**config.mk**
```make
export PLATFORM = sky130hd
export DESIGN_NAME = mul_rebuild_seq
export DESIGN_NICKNAME = d
export VERILOG_FILES = /design/src/rtl/mul_rebuild_seq.sv
export SDC_FILE = /design/constraint.sdc
export NUM_CORES = 1
export LEC_CHECK = 0
export ABC_AREA = 1
export CORE_UTILIZATION = 55
export CTS_CLUSTER_SIZE = 25
export DETAILED_ROUTE_END_ITERATION = 16
export PLACE_DENSITY_LB_ADDON = 0.3
export SYNTH_ARGS = -nofsm -noshare
export SYNTH_HDL_FRONTEND = slang
export SYNTH_SLANG_ARGS = --single-unit
```
**constraint.sdc**
```tcl
create_clock -name clk -period 4.2 [get_ports clk]
set_input_delay 1.26 -clock clk [delete_from_list [all_inputs] [get_ports clk]]
set_output_delay 1.26 -clock clk [all_outputs]
set_load 0.02 [all_outputs]
```
**src/rtl/mul_rebuild_seq.sv**
```systemverilog
// Sequential shift-add multiply-accumulate: product = quotient*divisor + remainder.
// Optional macro MUL_REBUILD_EARLY_EXIT_EN ends RUN as soon as no multiplier bits remain.
module mul_rebuild_seq #(
    parameter int DIVIDEND = 3,
    parameter int DIVISOR  = 2
) (
    input  logic                        clk,
    input  logic                        rst,
    input  logic                        start,
    input  logic [DIVIDEND-1:0]         quotient,
    input  logic [DIVISOR-1:0]          divisor,
    input  logic [DIVISOR-1:0]          remainder,
    output logic                        busy,
    output logic                        done,
    output logic [DIVIDEND+DIVISOR-1:0] product
);

    localparam int PW = DIVIDEND + DIVISOR;
    localparam int CW = $clog2(DIVISOR + 1);

    typedef enum logic [1:0] {
        IDLE = 2'd0,
        RUN  = 2'd1,
        DONE = 2'd2
    } state_t;

    state_t               state, state_next;
    logic [PW-1:0]        mcand, mcand_next;
    logic [PW-1:0]        acc, acc_next, acc_sum;
    logic [DIVISOR-1:0]   mplier, mplier_next;
    logic [CW-1:0]        cnt, cnt_next;
    logic [PW-1:0]        product_next;
    logic                 busy_next, done_next;
    logic                 finish;

    // State, datapath and registered outputs
    always_ff @(posedge clk or posedge rst) begin
        if (rst) begin
            state   <= IDLE;
            mcand   <= '0;
            mplier  <= '0;
            acc     <= '0;
            cnt     <= '0;
            product <= '0;
            busy    <= 1'b0;
            done    <= 1'b0;
        end else begin
            state   <= state_next;
            mcand   <= mcand_next;
            mplier  <= mplier_next;
            acc     <= acc_next;
            cnt     <= cnt_next;
            product <= product_next;
            busy    <= busy_next;
            done    <= done_next;
        end
    end

    // Next-state, datapath step and output decode
    always_comb begin
        state_next   = state;
        mcand_next   = mcand;
        mplier_next  = mplier;
        acc_next     = acc;
        cnt_next     = cnt;
        product_next = product;
        busy_next    = 1'b0;
        done_next    = 1'b0;
        finish       = 1'b0;
        acc_sum      = mplier[0] ? (acc + mcand) : acc;

        case (state)
            IDLE: begin
                if (start) begin
                    mcand_next  = PW'(quotient);
                    mplier_next = divisor;
                    acc_next    = PW'(remainder);
                    cnt_next    = '0;
                    state_next  = RUN;
                    busy_next   = 1'b1;
                end else begin
                    state_next  = IDLE;
                end
            end
            RUN: begin
                acc_next    = acc_sum;
                mcand_next  = mcand << 1'b1;
                mplier_next = mplier >> 1'b1;
                cnt_next    = cnt + CW'(1);
                busy_next   = 1'b1;
`ifdef MUL_REBUILD_EARLY_EXIT_EN
                finish = (cnt_next == CW'(DIVISOR)) || (mplier_next == '0);
`else
                finish = (cnt_next == CW'(DIVISOR));
`endif
                if (finish) begin
                    // Result includes this cycle's partial-product add
                    product_next = acc_sum;
                    state_next   = DONE;
                    done_next    = 1'b1;
                end else begin
                    state_next   = RUN;
                end
            end
            DONE: begin
                state_next = IDLE;
            end
            default: begin
                state_next = IDLE;
            end
        endcase
    end

endmodule

```
Yosys cells after proc, flatten, opt, wreduce, memory -nomap -nowiden
Cells that the tools add are included.
Widths: inputs -> output; s select.
- $add $sub $neg: 2
- equality and inequality tests: 3
- muxes and demuxes: 16
- reduce and logical (&&, ||, !) cells: 4
- operator list (cell ; number):
    $pmux 5 s2 ; 2
    $mux 5 ; 3
    $pmux 2 s2 ; 3
    $mux 2 ; 3
    $add 5x5->5 ; 1
    $mux 1 ; 4
    $reduce_and 2->1 ; 2
    $add 2x1->2 const B ; 1
    $eq 2x1->1 const B ; 1
    $eq 2x2->1 const B ; 1
    $logic_not 2->1 ; 1
    $ne 2x2->1 const B ; 1
    $pmux 1 s2 ; 1
    $reduce_bool 2->1 ; 1
- register bits: 23
- input port bits: 10
- output and inout port bits: 7
- logic and storage cells: 33

Depth between registers and ports, before layout
- depth in word-level cells: 4
- gate-level depth with buffers: 9
- gate-level depth less buffers: 9

Least setup slack after synthesis
OpenSTA, ideal clock, no wires.
- path kind: input -> register
- start point: input start
- end point: register acc[2]
- setup time: 0.129 ns
- arrival: 1.868 ns
- required time: 4.071 ns
- slack: 2.203 ns
- cell stages on the path: 6
- path buffers: 1
- cell sequence: inv_1 > nor2_2 > nor2_4 > inv_2 > buf_6 > o22ai_2
- longest elaborated chain between the ends: 2
- RTL lines (element ; RTL line ; RTL):
    start, declared ; 9 ; input logic start,
    $ne 2x2->1 (no source line) ; - ;
    $reduce_and 2->1 (no source line) ; - ;
    end signal, assigned ; 51 ; acc <= acc_next;
    end, declared ; 29 ; logic [PW-1:0] acc, acc_next, acc_sum;
No other way between the ends.
A chain may end at the register's enable or synchronous reset.

Worst setup path in the final report
- start point: register product[1]
- end point: output product[1]
- RTL lines (element ; RTL line ; RTL):
    start, declared ; 15 ; output logic [DIVIDEND+DIVISOR-1:0] product
    start signal, assigned ; 53 ; product <= product_next;
No word-level cell between the ends.

==> impl_summary.md <==
Min path
The worst hold-check path type is reg2reg. The worst hold path was traced through 2 stages. The startpoint identified for the worst hold timing path is product[4]. The end point of the worst hold path is product[4].

Pwr
The clock network power share is 9.6%. Combinational logic burns 54.4% of the power. For this design the total switching power over the nets is 0.4762 mW. Net switching is 44.62% of the power. Registers are responsible for 36.0% of the overall power. The internal power consumption is 0.5911 mW.

The worst-case IR drop observed on VDD is 0.5469 mV. The total power is 1.067 mW. For this design the static power due to leakage is 0.6976 nW. Dividing total power by cell area gives a power density of 770.6 nW/um^2.

Die
In this run the horizontal extent of the chip is 48.29 um. The region available for standard cell placement spans 1982 sq um. The vertical extent of the die is 48.29 um. The initial core utilization is 59.47%.

The die covers 2332 sq um. The number of cell rows is 16. The count of boundary I/O pins is 17.

Yosys
Of all cell types, the one taking the most synthesized area is dfrtp_1. A synthesized cell averages 9.208 sq um. The fraction of synthesis flops using an asynchronous set or reset pin is 100.0%. The number of enable flip-flop cells after synthesis is 0. The sequential element share of the synthesized area is 48.83%. The most frequently used flop master after synthesis is dfrtp_1. Synthesis inferred 23 register bits.

Ranked by instance count, the synthesized netlist is headed by nand2_1, dfrtp_1, inv_1. The Yosys step of the flow raised 0 warnings. After synthesis, the cell types taking the most area are dfrtp_1, nand2_1, ha_1. The most repeated cell in the gate-level netlist after synthesis is nand2_1. In this run the biggest area consumer among cell types represents 48.83% of the synthesized area.

After synthesis the cells add up to 1179 sq um. Synthesis produced a netlist with a net count of 144. The unique cell type count in the Yosys netlist is 23. The count of mapped cells out of synthesis is 128.

STA
The smallest clock period supported by the final layout is computed as 2.561 ns. The number of max-slew violations in the final report is 0. The final critical-path setup slack is 1.639 ns.

The share of the clock period used by the worst path is 60.98%. The number of hold-slack violations in the final timing report is 0. Headroom to the max-slew limit came out at 43.52%. Setup repair after global routing left no endpoint under its margin. At the pin with the least slew margin, the transition time is 0.8462 ns. Setup total negative slack on the finished layout was measured at 0 ns.

Setup violations remaining at the end of the flow were counted as 0. Hold timing on the final database bottoms out at a slack of 0.4970 ns. The worst clock skew on the final layout is 0.005641 ns.

Timing would allow up to 390.4 MHz.

Clock tree
The number of clock buffers inserted by TritonCTS is 3. The clock drives 23 sinks. The clock latency on the worst-skew pair is 0.31 ns. The clock-pin transition on the worst setup and hold timing paths is 0.13 ns.

In this run the post-CTS setup repair buffer count came out at 0. The hold-fix buffer count after cts is 0. CTS placed an instance of clkbuf_4 at the clock tree root. The clock tree from TritonCTS is built. The clock passes through at most 2 buffers. In this run the number of H-tree levels came out at 1.

The post-cts repair resize count is 0.

Route
Summed over all layers, the routed wires come to 2189 um. The first detailed-routing pass took 4 iterations. The total via count after detailed routing is 900.

The count of antenna-violating nets left after detailed routing is 0. The average wire per standard cell is 12.65 um. After the first detailed-routing iteration, the DRC count stood at 24. The ratio of routed vias to standard cells is 5.202. The number of DRC violations after detailed routing is 0.

Cells and area
At the end of the flow the core is filled with cells to 69.89%. The share of post-route cells with drive strength above 1 is 16.44%. Counting the fill cells in the layout gives 155.

The count of non-filler cells in the finished layout is 173. The total number of nets in the final design is 163. 0 antenna diodes ended up in the layout. The area growth from synthesis to layout is 17.52%.

After routing the design area is 1385 sq um.

Setup path
The critical path is of the reg2out type. The flop-to-flop setup slack is 2.43 ns. The worst register-to-register path begins at mcand[0]. Traced cell by cell, the critical path runs through clkdlybuf4s50_1. Data on the critical path is required at its endpoint by 2.94 ns. The critical-path maximum fanout is 2.

The slowest stage cell on the critical path is clkdlybuf4s50_1. On the critical path the largest part of the delay comes from buffers and inverters. The endpoint identified for the worst register-to-register timing path is product[2]. In this design, the stage delay of the slowest critical-path cell is 0.60 ns.

The worst setup path is launched from a register. The total buffers and inverters traversed by the critical path is 1. Data arrives at the worst endpoint at 1.30 ns. The launch point of the critical path is product[1]. For the worst flop-to-flop path, the logic depth is 5.

The type of destination of the critical path is a primary output.

Place
The placed instance count is 169. Routability-driven placement finished with a final weighted congestion of 0.7795. The total cell area at the placement stage is 1358 sq um. The sum of net half-perimeters after detailed placement is 1732 um. Timing analysis after detailed placement gives a worst setup slack of 1.554 ns. Buffers placed on the I/O ports in this run total 16.

Global routing
The number of antenna violations at the first check in global routing is 0. The via count of the first global-routing pass is 797. The final global-route overflow total is 0. For this run, the total global-route usage over all layers was measured as 22.02%. The pin count of the biggest net entering global routing is 24. The wire length of the first global-routing pass is 3443 um.

Run status
The run finished with clean final reports.

Job
The tool flagged a number of max-cap violations equal to 0.
cell usage in the layout (no fill, tap or decap):
cell type         n
a32o_1            1
o211ai_2          2
a31oi_1           1
inv_2             4
o221ai_1          1
nand3_1          12
fa_1              1
o21ai_1           1
or2_2             4
nor2_2            1
nor2_4            2
o22ai_2           5
inv_1            16
clkdlybuf4s50_1  16
o21ai_0           6
clkbuf_4          3
nand2_1          33
nand2_4           1
ha_1              5
dfrtp_1          23
o21ai_2           1
clkinv_2          1
a21oi_1           2
nor2_1            4
area by class of cell:
cell class	instances	area, sq um	area share (%)
Timing Repair Buffer	16	160.2	11.56
Clock buffer	3	22.52	1.626
Multi-Input combinational cell	83	513.0	37.04
Inverter	20	75.07	5.420
Tap cell	27	33.78	2.439
Clock inverter	1	5.005	0.3613
Sequential cell	23	575.6	41.55
metal layers:
metal	global-route usage (%)	vias to the layer above	share of wire, %
li1	-	453	-
met4	6.667	0	1.4
met1	29.05	429	47
met2	36.53	13	49
met5	0	-	0
met3	4.444	5	2.4
worst min-delay path, stage by stage, from the launching register on:
cell and delay, ns:
dfrtp_1 0.37, nand2_1 0.05, nand2_1 0.06
how the worst max path moves through the flow:
stage / end / cells after the start
after global placement: mcand[2] / 6
final: product[1] / 1
after CTS: product[1] / 1
after global routing: product[1] / 1
after detailed placement: mcand[2] / 6
after floorplan: acc[2] / 6
sequential cells by signal, summed over array words and instances, names as in the netlist:
| signal | cells |
|---|---|
| acc | 5 |
| mcand | 5 |
| product | 5 |
| cnt | 2 |
| mplier | 2 |
| state | 2 |
| busy | 1 |
| done | 1 |
power groups by stage:
stage	sequential, mW	clock (mW)	combinational, mW
6_report	0.384	0.102	0.580
4_1_cts	0.385	0.104	0.586
3_3_place_gp	0.388	0	0.562
2_1_floorplan	0.403	0	0.413
3_5_place_dp	0.390	0	0.583
5_1_grt	0.395	0.113	0.650
logic make-up after synthesis:
group / Yosys count / share of synthesized area, %
compound gates: 20 / 14.12
fa+ha+maj: 6 / 7.006
buf+inv: 22 / 7.643
flops: 23 / 48.83
simple gates: 57 / 22.40
(Power assumes the default switching activity.)
